<file path="src/rtl/arb2_rr_tenure.sv">
// arb2_rr_tenure: two-requester round-robin arbiter with grant hold and a
// bounded tenure. The grant is a registered one-hot decode of the FSM state.
// A granted requester keeps the grant while it requests. While the other
// requester is also waiting, it keeps it for at most MAX_TENURE cycles.
// MAX_TENURE = 0 disables pre-emption.
// Optional build macro ARB2_STATS_EN adds the grant_cnt0_o and grant_cnt1_o
// acquisition counters.
//
// Handshake: request_i[i] is a level request sampled at every posedge. The
// grant is a level ownership indication that changes only at posedge. There
// is no valid/ready pairing: a requester owns the resource for every cycle in
// which its grant_o bit is high.
module arb2_rr_tenure #(
   parameter int  MAX_TENURE = 8,
   localparam int CNT_W      = (MAX_TENURE == 0) ? 1 :
                               (($clog2(MAX_TENURE + 1) < 1) ? 1 : $clog2(MAX_TENURE + 1))
) (
   input  logic             clk_i,
   input  logic             rst_i,
   input  logic [1:0]       request_i,
   output logic [1:0]       grant_o,
   output logic             last_winner_o,
   output logic [CNT_W-1:0] tenure_o,
   output logic [1:0]       state_o
`ifdef ARB2_STATS_EN
   ,
   output logic [15:0]      grant_cnt0_o,
   output logic [15:0]      grant_cnt1_o
`endif
);

   typedef enum logic [1:0] {
      IDLE = 2'd0,
      OWN0 = 2'd1,
      OWN1 = 2'd2
   } state_t;

   // The tenure counter stops at MAX_TENURE-1. With pre-emption disabled it
   // stops at all-ones instead.
   localparam int               SAT_INT = (MAX_TENURE == 0) ? ((2 ** CNT_W) - 1) : (MAX_TENURE - 1);
   localparam logic [CNT_W-1:0] TEN_SAT = SAT_INT[CNT_W-1:0];
   localparam logic [CNT_W-1:0] TEN_ONE = 1;
   localparam logic [CNT_W-1:0] TEN_ZERO = 0;
   localparam bit               PREEMPT = (MAX_TENURE > 0);

   state_t           state_q, state_d;
   logic [CNT_W-1:0] tenure_q, tenure_d;
   logic             last_winner_q, last_winner_d;

   logic             own_idx;
   logic             own_req;
   logic             oth_req;

   // The requests of the current owner and of the other requester.
   assign own_idx = (state_q == OWN1);
   assign own_req = request_i[own_idx];
   assign oth_req = request_i[~own_idx];

   // State, tenure and last winner registers. Reset makes requester 0 win the first tie.
   always_ff @(posedge clk_i) begin
      if (rst_i) begin
         state_q       <= IDLE;
         tenure_q      <= TEN_ZERO;
         last_winner_q <= 1'b1;
      end else begin
         state_q       <= state_d;
         tenure_q      <= tenure_d;
         last_winner_q <= last_winner_d;
      end
   end

   // Next-state logic: arbitration from IDLE, release or handoff, and pre-emption on a full tenure.
   always_comb begin
      state_d       = state_q;
      tenure_d      = tenure_q;
      last_winner_d = last_winner_q;
      case (state_q)
         IDLE: begin
            tenure_d = TEN_ZERO;
            case (request_i)
               2'b01: begin
                  state_d       = OWN0;
                  last_winner_d = 1'b0;
               end
               2'b10: begin
                  state_d       = OWN1;
                  last_winner_d = 1'b1;
               end
               2'b11: begin
                  state_d       = last_winner_q ? OWN0 : OWN1;
                  last_winner_d = ~last_winner_q;
               end
               default: state_d = IDLE;
            endcase
         end
         OWN0, OWN1: begin
            if (!own_req) begin
               // Release: hand straight over if the other side is waiting.
               tenure_d = TEN_ZERO;
               if (oth_req) begin
                  state_d       = own_idx ? OWN0 : OWN1;
                  last_winner_d = ~own_idx;
               end else begin
                  state_d = IDLE;
               end
            end else if (oth_req && PREEMPT && (tenure_q == TEN_SAT)) begin
               // The tenure is used up and the other requester is waiting.
               state_d       = own_idx ? OWN0 : OWN1;
               last_winner_d = ~own_idx;
               tenure_d      = TEN_ZERO;
            end else if (tenure_q != TEN_SAT) begin
               tenure_d = tenure_q + TEN_ONE;
            end
         end
         default: begin
            state_d  = IDLE;
            tenure_d = TEN_ZERO;
         end
      endcase
   end

   assign grant_o       = {state_q == OWN1, state_q == OWN0};
   assign last_winner_o = last_winner_q;
   assign tenure_o      = tenure_q;
   assign state_o       = state_q;

`ifdef ARB2_STATS_EN
   logic [15:0] cnt0_q, cnt1_q;
   logic        enter0, enter1;

   assign enter0 = (state_d == OWN0) && (state_q != OWN0);
   assign enter1 = (state_d == OWN1) && (state_q != OWN1);

   // Saturating counts of grant acquisitions. Held cycles are not counted.
   always_ff @(posedge clk_i) begin
      if (rst_i) begin
         cnt0_q <= 16'd0;
         cnt1_q <= 16'd0;
      end else begin
         if (enter0 && (cnt0_q != 16'hFFFF)) cnt0_q <= cnt0_q + 16'd1;
         if (enter1 && (cnt1_q != 16'hFFFF)) cnt1_q <= cnt1_q + 16'd1;
      end
   end

   assign grant_cnt0_o = cnt0_q;
   assign grant_cnt1_o = cnt1_q;
`endif

endmodule

</file>
<file path="config.mk">
export PLATFORM = sky130hd
export DESIGN_NAME = arb2_rr_tenure
export DESIGN_NICKNAME = d
export VERILOG_FILES = /design/src/rtl/arb2_rr_tenure.sv
export SDC_FILE = /design/constraint.sdc
export NUM_CORES = 1
export LEC_CHECK = 0
export ABC_AREA = 1
export BUFFER_PORTS_ARGS = -buffer_cell sky130_fd_sc_hd__buf_2
export CORE_MARGIN = 2
export CORE_UTILIZATION = 25
export DETAILED_ROUTE_END_ITERATION = 10
export SKIP_LAST_GASP = 1
export SLEW_MARGIN = 20
export SYNTH_ARGS = -nofsm -noshare
export SYNTH_HDL_FRONTEND = slang
export SYNTH_SLANG_ARGS = --single-unit
export TNS_END_PERCENT = 100
</file>
<file path="constraint.sdc">
create_clock -name clk_i -period 1.6 [get_ports clk_i]
set_input_delay 0.16 -clock clk_i [delete_from_list [all_inputs] [get_ports clk_i]]
set_output_delay 0.16 -clock clk_i [all_outputs]
set_load 0.1 [all_outputs]
</file>
== Word-level counts from Yosys, hierarchy flattened ==
Cells that the tools add are included.

* Add/subtract/negate cells: 1
* $lt $le $gt $ge: 2
* Equality and inequality tests: 10
* Muxes and demuxes: 16
* Bitwise operators: 4
* Reduce and logical (&&, ||, !) cells: 6

{| class="wikitable"
|+ Operators with widths
! cell !! count
|-
| 2-bit 2-to-1 mux || 5
|-
| 1-bit 2-to-1 mux || 7
|-
| 2-bit equality test (second input constant) || 3
|-
| 3-bit != test (second input constant) || 2
|-
| 2-bit one-hot mux with 3 select lines || 1
|-
| 4-bit by 1-bit adder with 4-bit output (second input constant) || 1
|-
| 2-bit by 1-bit equality test with 1-bit output (second input constant) || 2
|-
| 4-bit by 3-bit equality test with 1-bit output (second input constant) || 1
|-
| 1-bit by 2-bit less-than comparator with 1-bit output (second input constant) || 2
|-
| 4-bit by 1-bit != test with 1-bit output (second input constant) || 1
|-
| 4-bit by 3-bit != test with 1-bit output (second input constant) || 1
|-
| 1-bit inverter || 4
|-
| 2-bit one-hot mux with 2 select lines || 1
|-
| 4-bit AND reduction || 1
|-
| 4-bit OR reduction || 1
|-
| 1-bit one-hot mux with 3 select lines || 1
|-
| 2-bit zero test || 1
|-
| 1-bit one-hot mux with 2 select lines || 1
|-
| 2-bit nonzero test || 1
|-
| 2-bit OR reduction || 1
|-
| 1-bit logical AND || 1
|}

* Register bits after elaboration: 7
* Input bits: 4
* Output and inout bits: 9
* Word-level logic and storage cells: 42

== Longest topological paths before layout ==
Gate-level depths: netlist (run 1).

* Depth after elaboration: 8
* Mapped depth: 9

== Worst setup path after synthesis (run 1) ==
No wires, ideal clock.

* Path kind: register to register
* Start point: register state_q[0] (netlist: state_o[0])
* End point: register last_winner_q (netlist: last_winner_o)
* Library setup time: 124 ps
* Arrival time: 2049 ps
* Required time: 1476 ps
* Path slack: -573 ps
* Stages on the path, launching flop included: 9
* Path buffers: 0
* Period minus slack after synthesis: 2173 ps
* Path through: dfxtp_1 -> inv_1 -> ha_1 -> nand3_1 -> o21ai_4 -> nand2_2 -> nand2_1 -> nand2_1 -> nand3_1

* Longest elaborated chain between the ends: 6
* Elaborated cells on any way between the ends: 19
* Those cells by class: 5 x eq/ne; 8 x mux; 1 x bitwise; 5 x reduce/logical

{| class="wikitable"
|+ RTL lines
! item !! line !! source
|-
| start: declaration || 46 || <nowiki>state_t state_q, state_d;</nowiki>
|-
| start signal: assignment || 66 || <nowiki>state_q <= state_d;</nowiki>
|-
| 2-bit equality test || 55, 77 ||
|-
| 1-bit 2-to-1 mux (not written as such) (2 in series) || 57 || <nowiki>assign oth_req = request_i[~own_idx];</nowiki>
|-
| 1-bit logical AND || 106 || <nowiki>end else if (oth_req && PREEMPT && (tenure_q == TEN_SAT)) begin</nowiki>
|-
| 3-bit != test (no line) || -- ||
|-
| 4-bit AND reduction (no line) || -- ||
|-
| end signal: assignment || 68 || <nowiki>last_winner_q <= last_winner_d;</nowiki>
|-
| end: declaration || 48 || <nowiki>logic last_winner_q, last_winner_d;</nowiki>
|}

Several ways; a longest one is shown, not always the timed one. The select of a mux whose other input is x is not followed.
A chain may end at the register's enable or synchronous reset.

== Worst setup path after layout (run 1) ==
* Start point: register state_q[0] (netlist: state_o[0])
* End point: output grant_o[1]

* Longest elaborated chain between the ends: 1

{| class="wikitable"
|+ RTL lines
! item !! line !! source
|-
| 2-bit equality test || 122 || <nowiki>assign grant_o = {state_q == OWN1, state_q == OWN0};</nowiki>
|-
| end: declaration || 21 || <nowiki>output logic [1:0] grant_o,</nowiki>
|}

Every way passes these cells.

==> metrics.yaml, run 1 <==
die_y_microns: 52.7
p_comb_share_pct: 66.8
areaGrowthSynthToFinish_pct: 22.2
max_slew_margin_pct: 67.9
cts_tree: "done"
reg2reg_slack_ns: 0.16
internal_power_uw: 513
ios: 13
portBuffers: 12
antenna_found_initial: 0
cts_made_buffers: 3
cp-end-kind: "primary output"
hp-start: "rst_i"
grt_max_degree: 7
crit_type: "flop to primary output"
finalSetupViolations: 0
tightest_slew_ns: 0.486
crit_path_start_kind: "flop"
postSynthAreaPerCell_sq_um: 7.05
final_area_sq_um: 723
postCtsSetupBuffers: 0
power_switching_uw: 785
fillers: 246
num_vias: 541
max_freq_mhz: 654
synth_flop_cell: "dfxtp_1"
rsz0062_at_grt: "false"
netlist_top_cells_area: "dfxtp_1 (24%), ha_1 (19%), nand2_1 (14%)"
period_needed_ns: 1.53
ctsHoldBuffers: 0
clkTransAtPathRegs_ns: 0.06
crit_arrival_ns: 1.37
clock_sinks: 7
synth_area_sq_um: 592
peakVddDrop_mv: 0.788
slew_viol_final: 0
num_rows: 17
whs_path_depth: 4
clkPwrFrac_pct: 12.2
reg2regPathDepth: 7
synthArstFlopShare_pct: 0
period_share_pct: 95.6
route.detailed.drc: 0
place_congestion: 0.820
place_ws_ns: 0.175
placed_cell_area_sq_um: 697
syn_nets: 97
critPathMaxFanout: 5
cts_resized: 0
die_area_sq_um: 2770
synth_area_leader_cell: "dfxtp_1"
setup_slack_ns: 0.0702
num_antenna_cells: 0
maxCapViolCount: 0
ys_seq_area_share_pct: 23.7
core-area_sq_um: 2230
synth-seq-cells: 7
topRoutingLayerUsed: "met3"
finalHoldViolCount: 0
r2r-start: "state_o[0]$_SDFFE_PP0P_"
final_net_count: 113
drt_iter0_drc: 8
yosysMostFrequentCell: "nand2_1"
synth_common_cells: "nand2_1 (22), inv_1 (11), ha_1 (9), dfxtp_1 (7), nor2_1 (7)"
p_sw_share_pct: 60.5
drt_pass1_iterations: 4
clockBufferDepth: 2
min_to: "state_o[0]$_SDFFE_PP0P_"
ys_warn_count: 0
route.met3.wl_microns: 56
status: "finished, final reports clean"
wl_microns: 1130
pwr-share-seq_pct: 21.0
grt_pass1_wl_microns: 1940
crit_path_start: "state_o[0]$_SDFFE_PP0P_"
clk_latency_ns: 0.25
synth_edf_count: 0
fin_skew_ns: 0.0101
hpwl_microns: 957
gr-total-overflow: 0
m1WireLength_microns: 546
met2_length_microns: 529
routed_via_density: 4.26
grtUsageTotal_pct: 9.20
r2r-end: "last_winner_o$_SDFFE_PP1P_"
drive_above_1_share_pct: 31.3
initial_core_util_pct: 26.5
required_ns: 1.44
synth_cell_type_count: 20
seq_area_sq_um: 158
h-tree-depth: 1
grt_pass1_vias: 489
p_per_area_nw_per_um2: 1790
wire_per_inst_microns: 8.91
cts.root.buffer_cell: "clkbuf_4"
syn_inst: 84
synth_top_area_share_pct: 23.7
dieWidth_microns: 52.7
hold_path_class: "input pin to flop"
postRouteAntennaNets: 0
multiInputGateArea_sq_um: 399
leakage_uw: 0.000378
[metrics by stage]
step	total power [uW]	instances	hold WS [ns]	utilization, %	TNS, ns
floorplan	1040	84	0.325	-	-0.0161
global placement	1150	123	0.459	31.2	0
detailed placement	1150	123	0.465	31.2	0
CTS	1310	127	0.208	32.4	0
global route	1400	127	0.220	32.4	0
finish	1300	127	0.206	32.4	0
[flip-flops by register name, indices dropped and copies added (netlist names)]
register       cells
tenure_o           4
state_o            2
last_winner_o      1
[power by group through the flow]
| stage | clock network, uW | logic [uW] | registers [uW] |
|---|---|---|---|
| floorplan | 0 | 491 | 546 |
| global placement | 0 | 875 | 274 |
| finish | 159 | 867 | 272 |
| CTS | 166 | 873 | 274 |
| global route | 177 | 938 | 281 |
| detailed placement | 0 | 870 | 277 |
[cell families (layout without fill, tap and decap cells)]
kind of cell / after synthesis / count (layout) / share of synthesized area [%]
AO/OA/AOI/OAI: 8 / 8 / 8.67
AND/OR/NAND/NOR: 47 / 47 / 39.7
adder cells (fa/ha/maj): 9 / 9 / 19.0
buffers and inverters: 13 / 28 / 8.88
flip-flops: 7 / 7 / 23.7
[final cells by class]
cell class              count  area share [%]
flip-flops and latches      7            21.8
inverters                  12            6.23
multi-input cells          64            55.2
well taps                  28            4.84
clock buffers               4            3.63
repair buffers             12            8.30
[per-layer routing]
layer  track usage [%]  vias to the layer above
met5                 0                        -
met4              5.13                        0
met3              1.71                        0
met2              14.8                       11
met1              11.4                      232
li1                  -                      298
[how the worst max path moves through the flow]
| stage | to | slack [ns] | cells past startpoint |
|---|---|---|---|
| finish | grant_o[1] | 0.07 | 3 |
| global route | grant_o[1] | 0.02 | 3 |
| CTS | grant_o[1] | 0.05 | 3 |
| detailed placement | tenure_o[1]$_SDFFE_PP0N_ | 0.18 | 6 |
| global placement | state_o[1]$_SDFFE_PP0P_ | 0.20 | 7 |
| floorplan | last_winner_o$_SDFFE_PP1P_ | -0.02 | 8 |
[placed cells by master, fill, tap and decap left out, types with 2 or more instances in the layout]
cell type and instances:
dfxtp_2 2, o21ai_0 4, nand4_1 4, nor2_1 7, buf_2 12, nand3_1 4, inv_1 11, clkbuf_4 3
a21oi_1 3, nand2_2 3, nand2_1 22, dfxtp_4 4, ha_1 9
[critical path: stages, from the launching register on]
cell     delay [ns]
dfxtp_4        0.36
inv_1          0.10
ha_1           0.22
buf_2          0.45
Note: power is estimated with default switching activity, not from simulation.
==> inputs of run 2 (changes only) <==
RECOVER_POWER = 50   (was default)
==> run 2 against run 1 <==
Global-route usage unchanged. Cell area unchanged. Utilization unchanged. Critical endpoint unchanged.
==> metrics.yaml, run 2 (same netlist as run 1, synthesis figures left out) <==
status: "finished, final reports clean"
num_antenna_cells: 0  # unchanged
fin_skew_ns: 0.00595  # -0.00416 ns
h-tree-depth: 1  # unchanged
ios: 13  # unchanged
largest_register_ffs: 4  # unchanged
cts.root.buffer_cell: "clkbuf_4"
max_freq_mhz: 657  # +0.51%
peakVddDrop_mv: 0.786  # -0.27%
antenna_found_initial: 0  # unchanged
die_y_microns: 52.7  # unchanged
final_area_sq_um: 723  # unchanged
max_slew_margin_pct: 64.0  # -3.8 points
finalSetupViolations: 0  # unchanged
postRouteAntennaNets: 0  # unchanged
reg2reg_slack_ns: 0.16  # about the same
clk_latency_ns: 0.25  # about the same
crit_arrival_ns: 1.36  # about the same
grt_pass1_wl_microns: 1940  # unchanged
portBuffers: 12  # unchanged
die_area_sq_um: 2770  # unchanged
whs_ns: 0.211  # +0.00539 ns
final_net_count: 113  # unchanged
internal_power_uw: 511  # -0.30%
core-area_sq_um: 2230  # unchanged
areaGrowthSynthToFinish_pct: 22.2  # unchanged
postCtsSetupBuffers: 0  # unchanged
required_ns: 1.44  # about the same
cp-end-kind: "primary output"
period_needed_ns: 1.52  # -0.00779 ns
gr-total-overflow: 0  # unchanged
drt_pass1_iterations: 4  # unchanged
most-common-layout-cells: "nand2_1 (22), inv_1 (11), ha_1 (9), nor2_1 (7), clkbuf_2 (7)"
cts_tree: "done"
initial_core_util_pct: 26.5  # unchanged
clkTransAtPathRegs_ns: 0.05  # about the same
placed_cell_area_sq_um: 697  # unchanged
grtUsageTotal_pct: 9.20  # unchanged
cts_resized: 0  # unchanged
rsz0062_at_grt: "false"
crit_type: "flop to primary output"
num_vias: 542  # +0.18%
clock_sinks: 7  # unchanged
route.detailed.drc: 0  # unchanged
wire_per_inst_microns: 8.97  # +0.62%
period_share_pct: 95.1  # -0.49 points
drt_iter0_drc: 8  # unchanged
slew_viol_final: 0  # unchanged
instances_no_fill: 127  # unchanged
finalHoldViolCount: 0  # unchanged
postLayoutCoreUtil_pct: 32.4  # unchanged
critPathMaxFanout: 5  # unchanged
setup_slack_ns: 0.0779  # +0.00779 ns
p_comb_share_pct: 66.9  # about the same
routed_via_density: 4.27  # +0.18%
grt_max_degree: 7  # unchanged
grt_pass1_vias: 489  # unchanged
p_sw_share_pct: 60.6  # +0.062 points
p_per_area_nw_per_um2: 1790  # -0.14%
fillers: 246  # unchanged
power_switching_uw: 785  # about the same
dieWidth_microns: 52.7  # unchanged
maxCapViolCount: 0  # unchanged
cts_made_buffers: 3  # unchanged
crit_path_start_kind: "flop"
final_common_cell: "nand2_1"
hpwl_microns: 957  # unchanged
clkPwrFrac_pct: 12.0  # -0.2 points
leakage_uw: 0.000374  # -1.1%
wl_microns: 1140  # +0.62%
num_rows: 17  # unchanged
dp.cells: 123  # unchanged
clockBufferDepth: 2  # unchanged
pwr-share-seq_pct: 21.1  # about the same
hold_path_class: "input pin to flop"
drive_above_1_share_pct: 31.3  # unchanged
place_ws_ns: 0.175  # unchanged
ctsHoldBuffers: 0  # unchanged
place_congestion: 0.820  # unchanged
tightest_slew_ns: 0.542  # +0.0565 ns
[run 2: changes by cell type in the layout (fill, tap and decap cells not counted), sizes merged]
cell	before	now
clkbuf	4	11
buf	12	5
[run 2: stage by stage]
| step | total power, uW | setup TNS (ns) |
|---|---|---|
| 2_1_floorplan | 1040 | -0.0161 |
| 3_3_place_gp | 1150 | 0 |
| 3_5_place_dp | 1150 | 0 |
| 4_1_cts | 1310 | 0 |
| 5_1_grt | 1400 | 0 |
| 6_report | 1300 | 0 |
[run 2: final cells by class]
cell class,count,area (sq um),share of cell area (%)
inverter,12,45.0,6.23
tap,28,35.0,4.84
sequential,7,158,21.8
multi-input combinational,64,399,55.2
timing repair buffer,12,60.1,8.30
clock buffer,4,26.3,3.63
[run 2: layer usage]
layer  vias to the layer above  track usage, %  wire, microns
met4                         0            5.13              0
met3                         0            1.71             54
met2                        11            14.8            531
met5                         -               0              0
li1                        298               -              -
met1                       233            11.4            553
[run 2: power by group through the flow]
| stage | Clock (uW) | Sequential [uW] | Combinational (uW) |
|---|---|---|---|
| after global placement | 0 | 274 | 875 |
| after detailed placement | 0 | 277 | 870 |
| after global routing | 177 | 282 | 937 |
| final | 155 | 273 | 867 |
| after CTS | 166 | 274 | 873 |
| after floorplan | 0 | 546 | 491 |
[run 2: final timing paths]
path / endpoint / startpoint / depth (start not counted)
worst max-delay path: grant_o[1] / state_o[0]$_SDFFE_PP0P_ / 3
worst min-delay path: state_o[0]$_SDFFE_PP0P_ / rst_i / 4
worst min register to register: tenure_o[0]$_SDFFE_PP0N_ / tenure_o[0]$_SDFFE_PP0N_ / 2
worst max register to register: last_winner_o$_SDFFE_PP1P_ / state_o[0]$_SDFFE_PP0P_ / 7
[run 2: critical path: stages, from the launching register on]
cell and delay (ns):
dfxtp_4 0.35, inv_1 0.10, ha_1 0.22, buf_2 0.44
